**src/rtl/sr_bank_pkg.sv**
```systemverilog
// Shared types for the SR flip-flop bank sequencer: FSM state encoding,
// operation codes and a small constant helper.
package sr_bank_pkg;

   typedef enum logic [1:0] {
      ST_IDLE   = 2'd0,
      ST_DRIVE  = 2'd1,
      ST_SETTLE = 2'd2,
      ST_DONE   = 2'd3
   } st_e;

   localparam logic OP_RESET = 1'b0;
   localparam logic OP_SET   = 1'b1;

   function automatic int unsigned max2(input int unsigned a, input int unsigned b);
      return (a > b) ? a : b;
   endfunction

endpackage

```
**src/rtl/sr_bank_arbiter_rr_arb2.sv**
```systemverilog
// Two-request round-robin picker. The last-grant register resets to port 1
// so that port 0 wins the first contention.
module rr_arb2 (
   input  logic       i_clk,
   input  logic       i_rst_l,
   input  logic [1:0] i_req,
   input  logic       i_take,
   output logic       o_gnt,
   output logic       o_valid
);

   logic r_last;

   // Pick the requester that was not granted last when both are asking.
   always_comb begin
      o_valid = i_req[0] | i_req[1];
      if (i_req[0] && i_req[1]) begin
         o_gnt = ~r_last;
      end else if (i_req[1]) begin
         o_gnt = 1'b1;
      end else begin
         o_gnt = 1'b0;
      end
   end

   // Remember the winner whenever the grant is actually consumed.
   always_ff @(posedge i_clk or negedge i_rst_l) begin
      if (!i_rst_l) begin
         r_last <= 1'b1;
      end else if (i_take) begin
         r_last <= o_gnt;
      end else begin
         r_last <= r_last;
      end
   end

endmodule

```
**src/rtl/sr_bank_arbiter.sv**
```systemverilog
// Arbiter and pulse sequencer for a bank of SR flip-flops (IDLE/DRIVE/SETTLE/DONE).
// Optional readback of the target bit is enabled by SR_BANK_ARBITER_READBACK_EN.
module sr_bank_arbiter
   import sr_bank_pkg::*;
#(
   parameter int WIDTH      = 8,
   parameter int IDX_W      = 3,
   parameter int DRIVE_CYC  = 2,
   parameter int SETTLE_CYC = 1
) (
   input  logic             i_clk,
   input  logic             i_rst_l,
   input  logic             i_req0,
   input  logic             i_req1,
   input  logic             i_op0,
   input  logic             i_op1,
   input  logic [IDX_W-1:0] i_idx0,
   input  logic [IDX_W-1:0] i_idx1,
   input  logic [WIDTH-1:0] i_q_in,
   output logic             o_ack0,
   output logic             o_ack1,
   output logic [WIDTH-1:0] o_s,
   output logic [WIDTH-1:0] o_r,
   output logic             o_busy,
   output logic             o_err
);

   localparam int             CNT_W   = $clog2(max2(DRIVE_CYC, SETTLE_CYC) + 1);
   localparam logic [IDX_W:0] IDX_LIM = (IDX_W + 1)'(WIDTH);

   st_e              r_state, w_state_nxt;
   logic [CNT_W-1:0] r_cnt, w_cnt_nxt;
   logic             r_op, w_op_nxt;
   logic             r_port, w_port_nxt;
   logic             r_bad, w_bad_nxt;
   logic [IDX_W-1:0] r_idx, w_idx_nxt;

   logic             w_gnt, w_valid, w_take;
   logic             w_sel_op, w_sel_bad, w_rb_fail;
   logic [IDX_W-1:0] w_sel_idx;

   logic [WIDTH-1:0] r_s, r_r, w_s_nxt, w_r_nxt;
   logic             r_ack0, r_ack1, r_busy, r_err;
   logic             w_ack0_nxt, w_ack1_nxt, w_busy_nxt, w_err_nxt;

   rr_arb2 u_arb (
      .i_clk   (i_clk),
      .i_rst_l (i_rst_l),
      .i_req   ({i_req1, i_req0}),
      .i_take  (w_take),
      .o_gnt   (w_gnt),
      .o_valid (w_valid)
   );

   assign w_take = (r_state == ST_IDLE) && w_valid;

   // Steer the winning port's command fields and flag out-of-range targets.
   always_comb begin
      w_sel_op  = w_gnt ? i_op1  : i_op0;
      w_sel_idx = w_gnt ? i_idx1 : i_idx0;
      w_sel_bad = ({1'b0, w_sel_idx} >= IDX_LIM);
   end

`ifdef SR_BANK_ARBITER_READBACK_EN
   assign w_rb_fail = (i_q_in[r_idx] != r_op);
`else
   logic w_unused_q;
   assign w_unused_q = ^i_q_in;
   assign w_rb_fail  = 1'b0;
`endif

   // State register.
   always_ff @(posedge i_clk or negedge i_rst_l) begin
      if (!i_rst_l) begin
         r_state <= ST_IDLE;
      end else begin
         r_state <= w_state_nxt;
      end
   end

   // Next-state logic; a zero-length settle window goes straight to DONE.
   always_comb begin
      w_state_nxt = r_state;
      case (r_state)
         ST_IDLE: begin
            if (w_valid) begin
               w_state_nxt = w_sel_bad ? ST_DONE : ST_DRIVE;
            end else begin
               w_state_nxt = ST_IDLE;
            end
         end
         ST_DRIVE: begin
            if (r_cnt != CNT_W'(0)) begin
               w_state_nxt = ST_DRIVE;
            end else if (SETTLE_CYC == 0) begin
               w_state_nxt = ST_DONE;
            end else begin
               w_state_nxt = ST_SETTLE;
            end
         end
         ST_SETTLE: begin
            if (r_cnt != CNT_W'(0)) begin
               w_state_nxt = ST_SETTLE;
            end else begin
               w_state_nxt = ST_DONE;
            end
         end
         ST_DONE:  w_state_nxt = ST_IDLE;
         default:  w_state_nxt = ST_IDLE;
      endcase
   end

   // Command latch and dwell counter; the counter reloads on each state entry.
   always_comb begin
      if (w_take) begin
         w_op_nxt   = w_sel_op;
         w_idx_nxt  = w_sel_idx;
         w_port_nxt = w_gnt;
         w_bad_nxt  = w_sel_bad;
      end else begin
         w_op_nxt   = r_op;
         w_idx_nxt  = r_idx;
         w_port_nxt = r_port;
         w_bad_nxt  = r_bad;
      end
      if (w_state_nxt != r_state) begin
         case (w_state_nxt)
            ST_DRIVE:  w_cnt_nxt = CNT_W'(DRIVE_CYC - 1);
            ST_SETTLE: w_cnt_nxt = CNT_W'(SETTLE_CYC - 1);
            default:   w_cnt_nxt = CNT_W'(0);
         endcase
      end else if (r_cnt != CNT_W'(0)) begin
         w_cnt_nxt = r_cnt - CNT_W'(1);
      end else begin
         w_cnt_nxt = r_cnt;
      end
   end

   // Output decode from the upcoming state so every output is a flop.
   always_comb begin
      w_s_nxt = {WIDTH{1'b0}};
      w_r_nxt = {WIDTH{1'b0}};
      for (int i = 0; i < WIDTH; i++) begin
         if ((w_state_nxt == ST_DRIVE) && (w_idx_nxt == IDX_W'(i))) begin
            w_s_nxt[i] = (w_op_nxt == OP_SET);
            w_r_nxt[i] = (w_op_nxt == OP_RESET);
         end else begin
            w_s_nxt[i] = 1'b0;
            w_r_nxt[i] = 1'b0;
         end
      end
      w_busy_nxt = (w_state_nxt != ST_IDLE);
      if (w_state_nxt == ST_DONE) begin
         w_ack0_nxt = ~w_port_nxt;
         w_ack1_nxt = w_port_nxt;
         w_err_nxt  = w_bad_nxt | w_rb_fail;
      end else begin
         w_ack0_nxt = 1'b0;
         w_ack1_nxt = 1'b0;
         w_err_nxt  = 1'b0;
      end
   end

   // Datapath and output registers.
   always_ff @(posedge i_clk or negedge i_rst_l) begin
      if (!i_rst_l) begin
         r_cnt  <= CNT_W'(0);
         r_op   <= OP_RESET;
         r_idx  <= {IDX_W{1'b0}};
         r_port <= 1'b0;
         r_bad  <= 1'b0;
         r_s    <= {WIDTH{1'b0}};
         r_r    <= {WIDTH{1'b0}};
         r_ack0 <= 1'b0;
         r_ack1 <= 1'b0;
         r_busy <= 1'b0;
         r_err  <= 1'b0;
      end else begin
         r_cnt  <= w_cnt_nxt;
         r_op   <= w_op_nxt;
         r_idx  <= w_idx_nxt;
         r_port <= w_port_nxt;
         r_bad  <= w_bad_nxt;
         r_s    <= w_s_nxt;
         r_r    <= w_r_nxt;
         r_ack0 <= w_ack0_nxt;
         r_ack1 <= w_ack1_nxt;
         r_busy <= w_busy_nxt;
         r_err  <= w_err_nxt;
      end
   end

   assign o_s    = r_s;
   assign o_r    = r_r;
   assign o_ack0 = r_ack0;
   assign o_ack1 = r_ack1;
   assign o_busy = r_busy;
   assign o_err  = r_err;

endmodule

```
**config.mk**
```make
export PLATFORM = sky130hd
export DESIGN_NAME = sr_bank_arbiter
export DESIGN_NICKNAME = d
export VERILOG_FILES = /design/src/rtl/sr_bank_pkg.sv /design/src/rtl/sr_bank_arbiter_rr_arb2.sv /design/src/rtl/sr_bank_arbiter.sv
export SDC_FILE = /design/constraint.sdc
export NUM_CORES = 1
export LEC_CHECK = 0
export CAP_MARGIN = 40
export CORE_ASPECT_RATIO = 0.75
export CORE_MARGIN = 2
export CORE_UTILIZATION = 40
export CTS_CLUSTER_DIAMETER = 100
export CTS_CLUSTER_SIZE = 25
export DETAILED_ROUTE_END_ITERATION = 16
export GPL_ROUTABILITY_DRIVEN = 0
export PLACE_DENSITY = 0.71
export SLEW_MARGIN = 20
export SYNTH_ARGS = -nofsm -noshare
export SYNTH_HDL_FRONTEND = slang
export SYNTH_SLANG_ARGS = --single-unit
```
**constraint.sdc**
```tcl
create_clock -name i_clk -period 2.05 [get_ports i_clk]
set_input_delay 0.41 -clock i_clk [delete_from_list [all_inputs] [get_ports i_clk]]
set_output_delay 0.41 -clock i_clk [all_outputs]
set_load 0.03 [all_outputs]
```
==> impl_metrics.toml <==
[place]
dpl.cell_count = 183
placed_cell_area_sq_um = 1680
port_buffers = 31
dp.final_hpwl_um = 1940

[cts]
clk_latency_ns = 0.28
htree_levels = 2
cts_buffers = 5
cts_tree = "built"
ctsResizeCount = 0
cts-root-buf = "clkbuf_8"
cts_setup_buffers = 0
cts_sinks = 31
holdBufCountCts = 0
clk_pin_slew_ns = 0.06
cts.path.max_buffers = 2

[worst_setup_path]
worst-setup-path-type = "in -> reg"
cp-end-kind = "flip-flop"
worst_ep_arrival_time_ns = 2.12
cp.required_ns = 2.26
path_max_fanout = 5
critPathLaunchType = "input port"

[hold_path]
holdCritPathClass = "reg -> reg"

[sta]
period_share_pct = 93.2
period_needed_ns = 1.91
worstMarginPinSlew_ns = 0.600
setup_violations = 0
slew_violations = 0
finalHoldViolCount = 0
max_freq_mhz = 523
skew_ns = 0.00418
max_slew_margin_pct = 59.8
rsz0062_at_grt = "no"

[finish]
post-route-util_pct = 60.1
multi_input_area_sq_um = 428
finalNonFillerCells = 191
area_growth_pct = 43.7
drive_gt1_share_pct = 18.3
n_antenna_cell = 0
nFillCells = 251
nets = 173
final_area_sq_um = 1770
ff_latch_area_sq_um = 777

[die]
dieArea_sq_um = 3540
die-width_um = 68.0
fp.coreArea_sq_um = 2940
start_util_pct = 41.9
fp.dieH_um = 52.0
pin_count = 40
rows = 17

[yosys]
synth.largest_area_cell = "dfrtp_1"
netlist_instances = 104
synth_top_area_share_pct = 61.1
synth_area_sq_um = 1230
synth.most_common_cell = "dfrtp_1"
ys_top_cells_by_area = "dfrtp_1, nor2_1, dfstp_2, a21oi_1, nand2b_1"
synth_common_cells = "dfrtp_1, nor2_1, a21oi_1, o21ai_0"
synth_cell_types = 35
async_flop_share_pct = 100
avgSynthCellArea_sq_um = 11.8
ys_seq_area_share_pct = 63.2
synth_flop_cell = "dfrtp_1"
ys.warnings.count = 0
ys_seq_elements = 31
syn-num-nets = 125
synth_edf_count = 0

[grt]
first_global_vias = 937
grt_pass1_wl_um = 4350
grt_max_degree = 21
grtUsageTotal_pct = 17.7
antenna_found_initial = 0
grt_overflow_total = 0

[routing]
wl_um = 2570
avgViaCountPerCell = 4.74
ant_nets = 0
wl_per_cell_um = 13.5
vias = 906
drc = 0
dr.pass1.iters = 4
drt_iter0_drc = 34

[job]
cap_violations = 0

[run_status]
status = "finished clean"

[pwr]
p_leak_uw = 0.000795
ir_worst_vdd_mv = 0.764
power-per-cell-area_nw_per_um2 = 1380
[state kept, by name, summed over array words and instances (netlist names)]
register and cells:
r_state 2, o_ack1 1, o_ack0 1, o_s 8, o_err 1, o_r 8, r_idx 3, o_busy 1
r_cnt 2, r_port 1, r_bad 1, u_arb.r_last 1, r_op 1
[power breakdown]
group	internal, uW	total [uW]	switching [uW]
Clock	237	445	207
Combinational	484	1120	635
Sequential	790	866	76.1
[layout by cell type, fill, tap and decap left out, drive strengths merged, types with 3 or more instances in the layout]
| master | Yosys | routed |
|---|---|---|
| a21oi | 5 | 5 |
| buf | 2 | 13 |
| clkbuf | 1 | 7 |
| clkdlybuf4s50 | 0 | 31 |
| dfrtp | 30 | 30 |
| inv | 3 | 3 |
| nand2 | 4 | 4 |
| nand2b | 4 | 4 |
| nor2 | 19 | 19 |
| o21ai | 5 | 5 |
| or2 | 3 | 3 |
[critical path, stage by stage]
cell	delay [ns]
clkdlybuf4s50_1	0.50
a21boi_4	0.25
mux2_4	0.33
mux2i_2	0.27
nand3_1	0.21
nor2_1	0.15
[worst paths after layout]
| check | startpoint | endpoint | slack, ns | depth (start not counted) |
|---|---|---|---|---|
| setup / recovery | i_req0 | o_s[3] | 0.14 | 6 |
| hold / removal | r_port | o_ack0 | 0.50 | 1 |
| setup reg to reg | u_arb.r_last | o_s[0] | 0.34 | 6 |
| hold reg to reg | r_port | o_ack0 | 0.50 | 1 |
| max in group asynchronous | i_rst_l | o_r[5] | 1.03 | 2 |
| min in group asynchronous | i_rst_l | o_s[3] | 0.51 | 1 |
[cell families (layout without fill, tap and decap cells)]
kind of cell    count (synthesis)  in the layout  synth area share [%]
fa+ha+maj                       1              1                  1.02
buf+inv                         6             55                  1.93
simple gates                   42             42                  18.1
mux                             3              3                  3.16
compound gates                 21             21                  12.5
flops                          31             31                  63.2
[metrics by stage]
stage	power, uW	setup TNS [ns]	setup WS, ns	hold WS [ns]
floorplan	1560	0	0.439	0.114
detailed placement	2000	-1.69	-0.143	0.483
CTS	2440	0	0.137	0.500
global route	2610	0	0.0150	0.537
finish	2430	0	0.140	0.498
global placement	1960	-1.01	-0.0809	0.480
[per-layer routing]
metal | share of wire, % | vias to the layer above | global-route usage, %
met3 | 3.7 | 5 | 4.55
met5 | 0 | - | 0
met2 | 49 | 19 | 27.0
li1 | - | 455 | -
met4 | 1.6 | 0 | 10.0
met1 | 45 | 427 | 22.9
[area by class of cell]
| class | instances | area share (%) |
|---|---|---|
| repair buffers | 44 | 23.8 |
| well taps | 38 | 2.69 |
| multi-input cells | 67 | 24.2 |
| clock inverters | 1 | 0.283 |
| flip-flops and latches | 31 | 44.0 |
| inverters | 3 | 0.638 |
| clock buffers | 7 | 4.32 |
(Power assumes the default switching activity.)
